**src/rtl/kt_seq.sv**
```systemverilog
// kt_seq: program sequencer for the KT-series cores.
// Owns the PC and executes the control-flow opcodes: relative jumps,
// skip-on-zero/nonzero, forward call, return, and halt. Calls and returns
// go through a small hardware return stack.
//
// Ports:
//   clk_i          clock, rising edge
//   rst_n_i        asynchronous active-low reset
//   instruction_i  instruction at pc_o
//   instr_valid_i  instruction_i is valid this cycle
//   stall_i        freeze all state this cycle (highest priority)
//   r_value_i      R register value used by the skip tests
//   run_i          resume from HALTED
//   pc_o           current program counter (registered)
//   halted_o       sequencer is in HALTED
//   stack_depth_o  number of occupied return-stack entries
//   stack_err_o    sticky stack overflow/underflow flag
//
// state   | meaning
// --------+-------------------------------------------------------------
// ST_RUN  | one instruction per cycle when valid and not stalled
// ST_HALT | PC frozen, instructions ignored; run_i steps PC and resumes

module kt_seq #(
    parameter int PC_W        = 8,
    parameter int DATA_W      = 8,
    parameter int STACK_DEPTH = 4,
    parameter int RESET_PC    = 0
) (
    input  logic                           clk_i,
    input  logic                           rst_n_i,
    input  logic [7:0]                     instruction_i,
    input  logic                           instr_valid_i,
    input  logic                           stall_i,
    input  logic [DATA_W-1:0]              r_value_i,
    input  logic                           run_i,
    output logic [PC_W-1:0]                pc_o,
    output logic                           halted_o,
    output logic [$clog2(STACK_DEPTH+1)-1:0] stack_depth_o,
    output logic                           stack_err_o
);

    localparam int DEPTH_W = $clog2(STACK_DEPTH + 1);
    localparam int IDX_W   = (STACK_DEPTH > 1) ? $clog2(STACK_DEPTH) : 1;

    typedef enum logic {
        ST_RUN,
        ST_HALT
    } state_t;

    state_t              r_state;
    logic [PC_W-1:0]     r_pc;
    logic                r_halted;
    logic [DEPTH_W-1:0]  r_depth;
    logic                r_err;
    logic [PC_W-1:0]     r_stack [STACK_DEPTH];

    logic [PC_W-1:0]     w_off;
    logic [PC_W-1:0]     w_pc_inc;
    logic [PC_W-1:0]     w_pc_nxt;
    logic                w_push;
    logic                w_pop;
    logic                w_err_set;
    logic                w_halt;
    logic                w_resume;
    logic                w_full;
    logic                w_empty;
    logic [IDX_W-1:0]    w_push_idx;
    logic [IDX_W-1:0]    w_pop_idx;

    assign w_off      = PC_W'(instruction_i[3:0]);
    assign w_pc_inc   = r_pc + PC_W'(1);
    assign w_full     = (r_depth == DEPTH_W'(STACK_DEPTH));
    assign w_empty    = (r_depth == '0);
    // The top of stack is entry depth-1; the next free slot is entry depth.
    assign w_push_idx = IDX_W'(r_depth);
    assign w_pop_idx  = IDX_W'(r_depth - DEPTH_W'(1));

    always_comb begin
        w_pc_nxt  = r_pc;
        w_push    = 1'b0;
        w_pop     = 1'b0;
        w_err_set = 1'b0;
        w_halt    = 1'b0;
        w_resume  = 1'b0;
        if (!stall_i) begin
            if (r_state == ST_HALT) begin
                if (run_i) begin
                    w_pc_nxt = w_pc_inc;
                    w_resume = 1'b1;
                end
            end else if (instr_valid_i) begin
                casez (instruction_i)
                    8'b1100_????: w_pc_nxt = r_pc + w_off;
                    8'b1101_????: w_pc_nxt = r_pc - w_off;
                    8'b1010_????: begin
                        if (w_full) begin
                            w_pc_nxt  = w_pc_inc;
                            w_err_set = 1'b1;
                        end else begin
                            w_push   = 1'b1;
                            w_pc_nxt = r_pc + w_off;
                        end
                    end
                    8'hE0: w_pc_nxt = (r_value_i == '0) ? r_pc + PC_W'(2) : w_pc_inc;
                    8'hE1: w_pc_nxt = (r_value_i != '0) ? r_pc + PC_W'(2) : w_pc_inc;
                    8'hE2: w_halt = 1'b1;
                    8'hE3: begin
                        if (w_empty) begin
                            w_pc_nxt  = w_pc_inc;
                            w_err_set = 1'b1;
                        end else begin
                            w_pop    = 1'b1;
                            w_pc_nxt = r_stack[w_pop_idx];
                        end
                    end
                    default: w_pc_nxt = w_pc_inc;
                endcase
            end
        end
    end

    always_ff @(posedge clk_i or negedge rst_n_i) begin
        if (!rst_n_i) begin
            r_state  <= ST_RUN;
            r_pc     <= PC_W'(RESET_PC);
            r_halted <= 1'b0;
            r_depth  <= '0;
            r_err    <= 1'b0;
        end else begin
            r_pc <= w_pc_nxt;
            if (w_halt) begin
                r_state  <= ST_HALT;
                r_halted <= 1'b1;
            end else if (w_resume) begin
                r_state  <= ST_RUN;
                r_halted <= 1'b0;
            end
            if (w_push) begin
                r_depth <= r_depth + DEPTH_W'(1);
            end else if (w_pop) begin
                r_depth <= r_depth - DEPTH_W'(1);
            end
            if (w_err_set) begin
                r_err <= 1'b1;
            end
        end
    end

    // Stack contents are don't-care after reset, so no reset here.
    always_ff @(posedge clk_i) begin
        if (w_push) begin
            r_stack[w_push_idx] <= w_pc_inc;
        end
    end

    assign pc_o          = r_pc;
    assign halted_o      = r_halted;
    assign stack_depth_o = r_depth;
    assign stack_err_o   = r_err;

endmodule

```
**config.mk**
```make
export PLATFORM = sky130hd
export DESIGN_NAME = kt_seq
export DESIGN_NICKNAME = d
export VERILOG_FILES = /design/src/rtl/kt_seq.sv
export SDC_FILE = /design/constraint.sdc
export NUM_CORES = 1
export LEC_CHECK = 0
export ABC_CLOCK_PERIOD_IN_PS = 3000
export BUFFER_PORTS_ARGS = -buffer_cell sky130_fd_sc_hd__buf_4
export CAP_MARGIN = 5
export CORE_MARGIN = 3
export CORE_UTILIZATION = 34
export CTS_BUF_LIST = sky130_fd_sc_hd__clkbuf_8
export CTS_CLUSTER_SIZE = 25
export DETAILED_ROUTE_END_ITERATION = 8
export PLACE_DENSITY = 0.48
export SETUP_SLACK_MARGIN = 0.15
export SYNTH_ARGS = -nofsm -noshare
export SYNTH_HDL_FRONTEND = slang
export SYNTH_SLANG_ARGS = --single-unit
```
**constraint.sdc**
```tcl
create_clock -name clk_i -period 3 [get_ports clk_i]
set_clock_uncertainty 0.1 [all_clocks]
set_input_delay 0.15 -clock clk_i [delete_from_list [all_inputs] [get_ports clk_i]]
set_output_delay 0.15 -clock clk_i [all_outputs]
set_load 0.02 [all_outputs]
```
Word level (Yosys, flattened, before mapping)
Memories as Yosys holds them, arrays and structs flattened. Cells that the tools add are included.

Flip-flop bits (word level): 13. Latch bits: 0. RAM bits: 32. Memory bits (read-only): 0. Memories kept: 1.

$add $sub $neg: 6. Multiply operators: 0. Div/mod/pow operators: 0. $lt $le $gt $ge: 0. Equal/unequal tests: 10. Shift-type cells: 0. Muxes and demuxes: 37. Bitwise logic cells: 1. Reductions and logical operators: 7.

Memory list: r_stack (words 4, bits a word 8, rd ports 1, clocked after memory_dff 0, wr ports 1, line 56) `logic [PC_W-1:0] r_stack [STACK_DEPTH];`.

Operator list (number): 8-bit 2-to-1 mux (7); 8-bit one-hot mux with 7 select lines (1); 8-bit == test, second input constant (4); 1-bit 2-to-1 mux (26); 4-bit == test, second input constant (3); 8-bit by 1-bit adder with 8-bit output, second input constant (1); 8-bit by 2-bit adder with 8-bit output, second input constant (1); 8-bit by 4-bit adder with 8-bit output (1); 8-bit zero test (1); 8-bit nonzero test (1); 8-bit by 4-bit subtractor with 8-bit output (1); 3-bit 2-to-1 mux (2); 2-bit nonzero test (3); 2-bit != test, second input constant (2); 4-bit AND reduction (1); 3-bit by 1-bit adder with 3-bit output, second input constant (1); 3-bit == test, second input constant (1); 3-bit zero test (1); 3-bit by 1-bit subtractor with 3-bit output, second input constant (1); 1-bit one-hot mux with 2 select lines (1); 1-bit inverter (1).

Depth between registers and ports, before layout
Gate-level depths: netlist of run 1.

Word-level depth: 8. Depth in mapped cells: 10.

Least setup slack after synthesis of run 1
Ideal clock, no wire load.

Kind: register to register. Start: reg r_depth[0], in the netlist stack_depth_o[0]. End: reg r_pc[7], in the netlist pc_o[7]. Data arrival time: 2.657 ns. Required time: 2.773 ns. Slack: 0.117 ns. Cell stages (with the launch flop): 10. Buffers on the path: 2. Clock period less this slack: 2.883 ns. Path through: dfrtp_1 > buf_2 > inv_1 > ha_1 > clkbuf_1 > mux4_2 > and3b_1 > a311oi_1 > o211ai_1 > a221o_2.

Word-level cells in the longest chain between the ends: 6.

Ends and longest elaborated chain: start, declared (line 54) `logic [DEPTH_W-1:0] r_depth;`; start signal, assigned (line 140) `r_depth <= r_depth + DEPTH_W'(1);`; start signal, assigned (line 142) `r_depth <= r_depth - DEPTH_W'(1);`; 3-bit by 1-bit subtractor with 3-bit output; memory 4 x 8 bit; 8-bit 2-to-1 mux (line 109) `if (w_empty) begin`; 8-bit one-hot mux with 7 select lines * (line 93) `casez (instruction_i)`; 8-bit 2-to-1 mux * (line 92) `end else if (instr_valid_i) begin`; 8-bit 2-to-1 mux * (line 87) `if (r_state == ST_HALT) begin`; end signal, assigned (line 126) `r_pc <= PC_W'(RESET_PC);`; end signal, assigned (line 131) `r_pc <= w_pc_nxt;`; end, declared (line 52) `logic [PC_W-1:0] r_pc;`.

Every way passes the cells marked *; elsewhere a longest branch is shown, timed or not. The select of a mux whose other input is x is not followed. A chain may end at the register's enable or synchronous reset.

Worst setup path after layout of run 1
Start: reg r_pc[0], in the netlist pc_o[0]. End: reg r_pc[4], in the netlist pc_o[4].

Word-level cells in the longest chain between the ends: 5.

Ends and longest elaborated chain: 8-bit by 1-bit adder with 8-bit output (tied with other cells) (line 72) `assign w_pc_inc = r_pc + PC_W'(1);`; 8-bit 2-to-1 mux (on tied branches); 8-bit one-hot mux with 7 select lines (line 93); 8-bit 2-to-1 mux (line 92); 8-bit 2-to-1 mux * (line 87).

Marked as above.

==> results of run 1 <==
## critical path: cells and delay by family (launching register included)
| kind | cells | cell delay [ns] |
|---|---|---|
| flops | 1 | 0.47 |
| simple gates | 2 | 0.27 |
| fa+ha+maj | 2 | 0.66 |
| compound gates | 4 | 0.99 |
## state kept, by name (all words and copies together), names as in the netlist
register / count
stack_err_o: 1
pc_o: 8
stack_depth_o: 3
r_stack: 32
halted_o: 1
## routing by layer
metal  vias to the layer above  wire (µm)  share of wire [%]  track usage [%]
met1                      1192       3731                 43            23.28
met3                        18        405                4.7            2.293
met5                         -          0                  0                0
met2                        83       4313                 50            30.84
met4                         0        233                2.7            6.321
li1                       1162          -                  -                -
## how the worst max path moves through the flow
stage | from | end | slack [ns]
final | pc_o[0] | pc_o[4] | 0.40
after global routing | pc_o[0] | pc_o[6] | 0.19
after CTS | pc_o[0] | pc_o[4] | 0.39
after detailed placement | pc_o[0] | pc_o[4] | 0.39
after global placement | pc_o[1] | pc_o[7] | 0.45
after floorplan | stack_depth_o[0] | pc_o[7] | 0.21
## through the flow
step / util (%) / setup WS [ns] / hold slack (ns) / instances
floorplan: - / 0.2147 / -0.2456 / 277
global placement: 40.95 / 0.4538 / -0.08138 / 417
detailed placement: 40.95 / 0.3904 / -0.08067 / 417
CTS: 42.38 / 0.3925 / 0.07730 / 426
global route: 42.38 / 0.1893 / 0.09675 / 426
finish: 42.38 / 0.3995 / 0.07822 / 426
## power groups by stage
stage | sequential, W | combinational, W | clock [W]
floorplan | 0.000945 | 0.000761 | 0
global placement | 0.000923 | 0.00127 | 0
detailed placement | 0.000927 | 0.00125 | 0
CTS | 0.000912 | 0.00126 | 0.000469
global route | 0.000923 | 0.00138 | 0.000497
finish | 0.000910 | 0.00127 | 0.000455
## layout make-up
| cell class | count | area [µm²] |
|---|---|---|
| clock buffer | 5 | 68.82 |
| inverter | 15 | 56.30 |
| sequential | 45 | 1286 |
| fill | 825 | 4830 |
| clock inverter | 3 | 41.29 |
| tap | 105 | 131.4 |
| multi-input combinational | 208 | 1628 |
| timing repair buffer | 45 | 340.3 |
## cell usage after synthesis (3+ instances only)
cell type,number
nor4_1,4
o21bai_1,3
mux4_2,8
xnor2_1,9
nand2b_1,5
nand3_1,11
edfxtp_1,32
nor2b_1,8
inv_1,15
o22ai_1,4
xor2_1,5
nand2_1,17
dfrtp_1,13
a21oi_1,18
nor2_1,14
o21ai_1,4
a22oi_1,3
ha_1,15
nor3_1,4
and3_1,6
o211ai_1,3
o21ai_0,8
clkbuf_1,8
a31oi_1,4
## kinds of logic (layout without fill, tap and decap cells)
| family | count (synthesis) | after routing | synth area share, % |
|---|---|---|---|
| compound gates | 78 | 78 | 18.61 |
| xor+xnor | 14 | 14 | 4.080 |
| fa+ha+maj | 17 | 17 | 7.577 |
| buf+inv | 24 | 68 | 3.039 |
| flops | 45 | 45 | 42.80 |
| mux | 11 | 11 | 7.036 |
| simple gates | 88 | 88 | 16.86 |
==> flow_summary.json, run 1 <==
{
  "p_per_area_mw_per_mm2": 740.3,
  "grt_use_total_pct": 17.93,
  "outcome": "finished, final reports clean",
  "netlist_area_mm2": 0.003005,
  "cts-buffers-inserted": 5,
  "hold_class": "primary input to flip-flop",
  "cts_root_buf": "clkbuf_8",
  "num_vias": 2455,
  "switchingPower_w": 0.001040,
  "synthFlopType": "edfxtp_1",
  "drc": 0,
  "switching_share_pct": 39.54,
  "grt_pass1_vias": 2472,
  "synth.avg_cell_area_um2": 10.85,
  "yosys.area.top_type": "edfxtp_1",
  "final_area_mm2": 0.003552,
  "synth_cells": 277,
  "cts_tree": "done",
  "routedWlPerCell_um": 20.38,
  "gr-total-overflow": 0,
  "rr_endpoint": "pc_o[4]",
  "grt_max_degree": 15,
  "ys.warnings.count": 0,
  "crit_arrival_ns": 2.68,
  "clockPowerShare_pct": 17.3,
  "clockBufferDepth": 2,
  "fin_crit_sh_pct": 86.68,
  "synthArstFlopShare_pct": 28.89,
  "hold_end": "halted_o",
  "num_io_pins": 34,
  "yosysSeqAreaShare_pct": 42.80,
  "firstDrtPassIters": 4,
  "core_mm2": 0.008382,
  "min_from": "instr_valid_i",
  "rr_startpoint": "pc_o[0]",
  "cpMaxStageDelayCell": "dfrtp_1",
  "die_x_um": 100.0,
  "final_max_slew_viol_count": 0,
  "vias_per_cell": 5.763,
  "p_int_w": 0.001590,
  "final_cell_mix": "buf_4 (44), edfxtp_1 (32), a21oi_1 (18), nand2_1 (17)",
  "drt_iter0_drc": 146,
  "p_leak_nw": 1.368,
  "ir_drop_mv": 0.3052,
  "mostFrequentLayoutCell": "buf_4",
  "grt_pass1_wl_um": 13630,
  "synth_area_leaders": "edfxtp_1 (32%), dfrtp_1 (11%), ha_1 (6.2%), mux4_2 (6.0%), a21oi_1 (3.0%)",
  "place.gp.congestion": 0.8722,
  "fmax_mhz": 384.5,
  "p_seq_share_pct": 34.6,
  "tightest_slew_ns": 0.5702,
  "critPathKind": "flip-flop to flip-flop",
  "dp_hpwl_um": 6854,
  "drt-total-wl_um": 8683,
  "drv_cap": 0,
  "ys_ff_latch": 45,
  "die-area_mm2": 0.01000,
  "dpl_cell_area_mm2": 0.003432,
  "min_path_cells": 3,
  "relSlewSlack_pct": 61.98,
  "rsz0062_at_grt": "false",
  "synth_edf_count": 32,
  "fp-row-count": 33,
  "nNetsFinal": 358,
  "tns_ns": 0,
  "clock_latency_ns": 0.30,
  "power_w": 0.002630,
  "syn_to_final_growth_pct": 18.19,
  "reg2reg_slack_ns": 0.40,
  "required_ns": 3.08,
  "postCtsSetupRepairBufs": 0,
  "antenna_cells": 0,
  "clk_pin_slew_worst_paths_ns": 0.09,
  "ant_nets": 0,
  "holdBufCountCts": 1,
  "synth_fp_nets": 315,
  "yosysUniqueCellTypes": 66,
  "finalHoldViolCount": 0,
  "cts_resized": 0,
  "drive_gt1_share_pct": 22.12,
  "path_cells": "ha_1 > fa_1 > nor2b_1 > o21bai_1 > nand2_1 > a221o_1 > a221oi_1 > o22ai_1",
  "endpoint_kind": "flip-flop",
  "worstPathMaxFanout": 8,
  "crit_path_max_incr_delay_ns": 0.47,
  "rr_worst_depth": 8,
  "start_util_pct": 35.86,
  "cts_sinks": 45,
  "io_buffers": 33,
  "fp.dieH_um": 100.0,
  "finalCriticalPeriod_ns": 2.600,
  "pwr-share-comb_pct": 48.1,
  "worstSetupStartpointType": "flip-flop",
  "antenna_found_initial": 0,
  "finalSetupViolCount": 0,
  "synth_top_area_share_pct": 31.97,
  "cts_max_level": 2
}
Note: power is estimated with default switching activity, not from simulation.
==> run 2: changes to the inputs <==
--- a/config.mk
+++ b/config.mk
@@ -8,7 +8,7 @@
 export ABC_CLOCK_PERIOD_IN_PS = 3000
 export BUFFER_PORTS_ARGS = -buffer_cell sky130_fd_sc_hd__buf_4
 export CAP_MARGIN = 5
-export CORE_MARGIN = 3
+export CORE_MARGIN = 5
 export CORE_UTILIZATION = 34
 export CTS_BUF_LIST = sky130_fd_sc_hd__clkbuf_8
 export CTS_CLUSTER_SIZE = 25
==> flow_summary.json, run 2 (synthesized netlist as in run 1, its figures left out) <==
{
  "tightest_slew_ns": 0.6487,
  "drc": 0,
  "endpoint_kind": "flip-flop",
  "rr_endpoint": "pc_o[4]",
  "io_buffers": 33,
  "layoutNonFillerInstCount": 424,
  "worstSetupStartpointType": "flip-flop",
  "vias_per_cell": 5.686,
  "cpMaxStageDelayCell": "dfrtp_1",
  "grt_pass1_vias": 2333,
  "required_ns": 3.08,
  "min_from": "instr_valid_i",
  "drv_cap": 0,
  "cts_sinks": 45,
  "final_area_mm2": 0.003518,
  "fp.dieH_um": 104.0,
  "finalCriticalPeriod_ns": 2.632,
  "antenna_cells": 0,
  "p_leak_nw": 1.343,
  "firstDrtPassIters": 4,
  "cts_tree": "done",
  "relSlewSlack_pct": 56.76,
  "drt_iter0_drc": 102,
  "dp_cells": 415,
  "dp_hpwl_um": 6436,
  "antenna_found_initial": 0,
  "fp-row-count": 34,
  "final_max_slew_viol_count": 0,
  "cts_root_buf": "clkbuf_8",
  "syn_to_final_growth_pct": 17.07,
  "hold_class": "primary input to flip-flop",
  "min_path_cells": 3,
  "grt_use_total_pct": 15.43,
  "tns_ns": 0,
  "grt_max_degree": 15,
  "worst_path_most_repeated_cell": "inv_1",
  "cts-buffers-inserted": 5,
  "final_util_pct": 40.54,
  "largest_reg_flops": 32,
  "die_x_um": 104.0,
  "critPathKind": "flip-flop to flip-flop",
  "final_cell_mix": "buf_4 (39), edfxtp_1 (32), a21oi_1 (18), nand2_1 (17)",
  "crit_path_max_incr_delay_ns": 0.48,
  "rr_startpoint": "pc_o[0]",
  "clk_pin_slew_worst_paths_ns": 0.09,
  "mostFrequentLayoutCell": "buf_4",
  "finalSetupViolCount": 0,
  "fillers": 875,
  "path_cells": "inv_1 > ha_1 > inv_1 > fa_1 > a21o_1 > a21oi_1 > o221ai_1 > a221oi_1 > o22ai_1",
  "nNetsFinal": 353,
  "fin_crit_sh_pct": 87.74,
  "largest_register": "r_stack",
  "gr-total-overflow": 0,
  "outcome": "finished, final reports clean",
  "finalHoldViolCount": 0,
  "core_mm2": 0.008678,
  "fmax_mhz": 379.9,
  "num_vias": 2411,
  "hold_end": "halted_o",
  "cts_resized": 0,
  "worstPathMaxFanout": 8,
  "cts_max_level": 2,
  "crit_arrival_ns": 2.71,
  "num_io_pins": 34,
  "ant_nets": 0,
  "clock_latency_ns": 0.30,
  "grt_pass1_wl_um": 13340,
  "routedWlPerCell_um": 19.75,
  "reg2reg_slack_ns": 0.37,
  "holdBufCountCts": 1,
  "dpl_cell_area_mm2": 0.003398,
  "rr_worst_depth": 9,
  "drt-total-wl_um": 8375,
  "ir_drop_mv": 0.3607,
  "fin_ws_ns": 0.3679,
  "die-area_mm2": 0.01082,
  "postCtsSetupRepairBufs": 0,
  "p_per_area_mw_per_mm2": 731.2,
  "rsz0062_at_grt": "false",
  "clockBufferDepth": 2,
  "place.gp.congestion": 0.8380,
  "drive_gt1_share_pct": 20.89,
  "start_util_pct": 34.63,
  "place_ws_ns": 0.4038
}
==> run 2: worst max path at each step <==
stage	from	end	slack, ns	depth (start not counted)
6_report	pc_o[0]	pc_o[4]	0.37	9
5_1_grt	pc_o[0]	pc_o[6]	0.17	10
4_1_cts	pc_o[0]	pc_o[4]	0.38	9
3_5_place_dp	pc_o[0]	pc_o[4]	0.40	9
3_3_place_gp	pc_o[0]	pc_o[4]	0.47	9
2_1_floorplan	stack_depth_o[0]	pc_o[7]	0.21	9
==> run 2: stage by stage <==
| stage | power (W) | hold WS (ns) |
|---|---|---|
| 6_report | 0.002573 | 0.07138 |
| 3_5_place_dp | 0.002133 | -0.08166 |
| 4_1_cts | 0.002593 | 0.07157 |
| 2_1_floorplan | 0.001706 | -0.2456 |
| 5_1_grt | 0.002740 | 0.1191 |
| 3_3_place_gp | 0.002137 | -0.08049 |
==> run 2: layout make-up <==
cell class	instances	area (µm²)	share of cell area, %
clock buffers	5	68.82	1.956
clock inverters	3	41.29	1.174
inverters	15	56.30	1.600
multi-input cells	208	1628	46.27
flip-flops and latches	45	1286	36.56
well taps	108	135.1	3.841
repair buffers	40	302.8	8.606
==> run 2: layer usage <==
layer	share of wire [%]	track usage [%]
met1	46	21.23
met2	46	24.68
met3	5.4	2.669
met4	2.0	4.903
met5	0	0
==> run 2: report_power, final <==
part	total [W]	switching, W	internal, W
Clock	0.000455	0.000210	0.000245
Sequential	0.000923	0.000134	0.000789
Combinational	0.00119	0.000671	0.000524
==> run 2: worst max-delay path, delay by kind of cell, from the launching register on <==
kind,cells,cell delay [ns]
buf+inv,2,0.27
flops,1,0.48
compound gates,5,1.01
fa+ha+maj,2,0.65
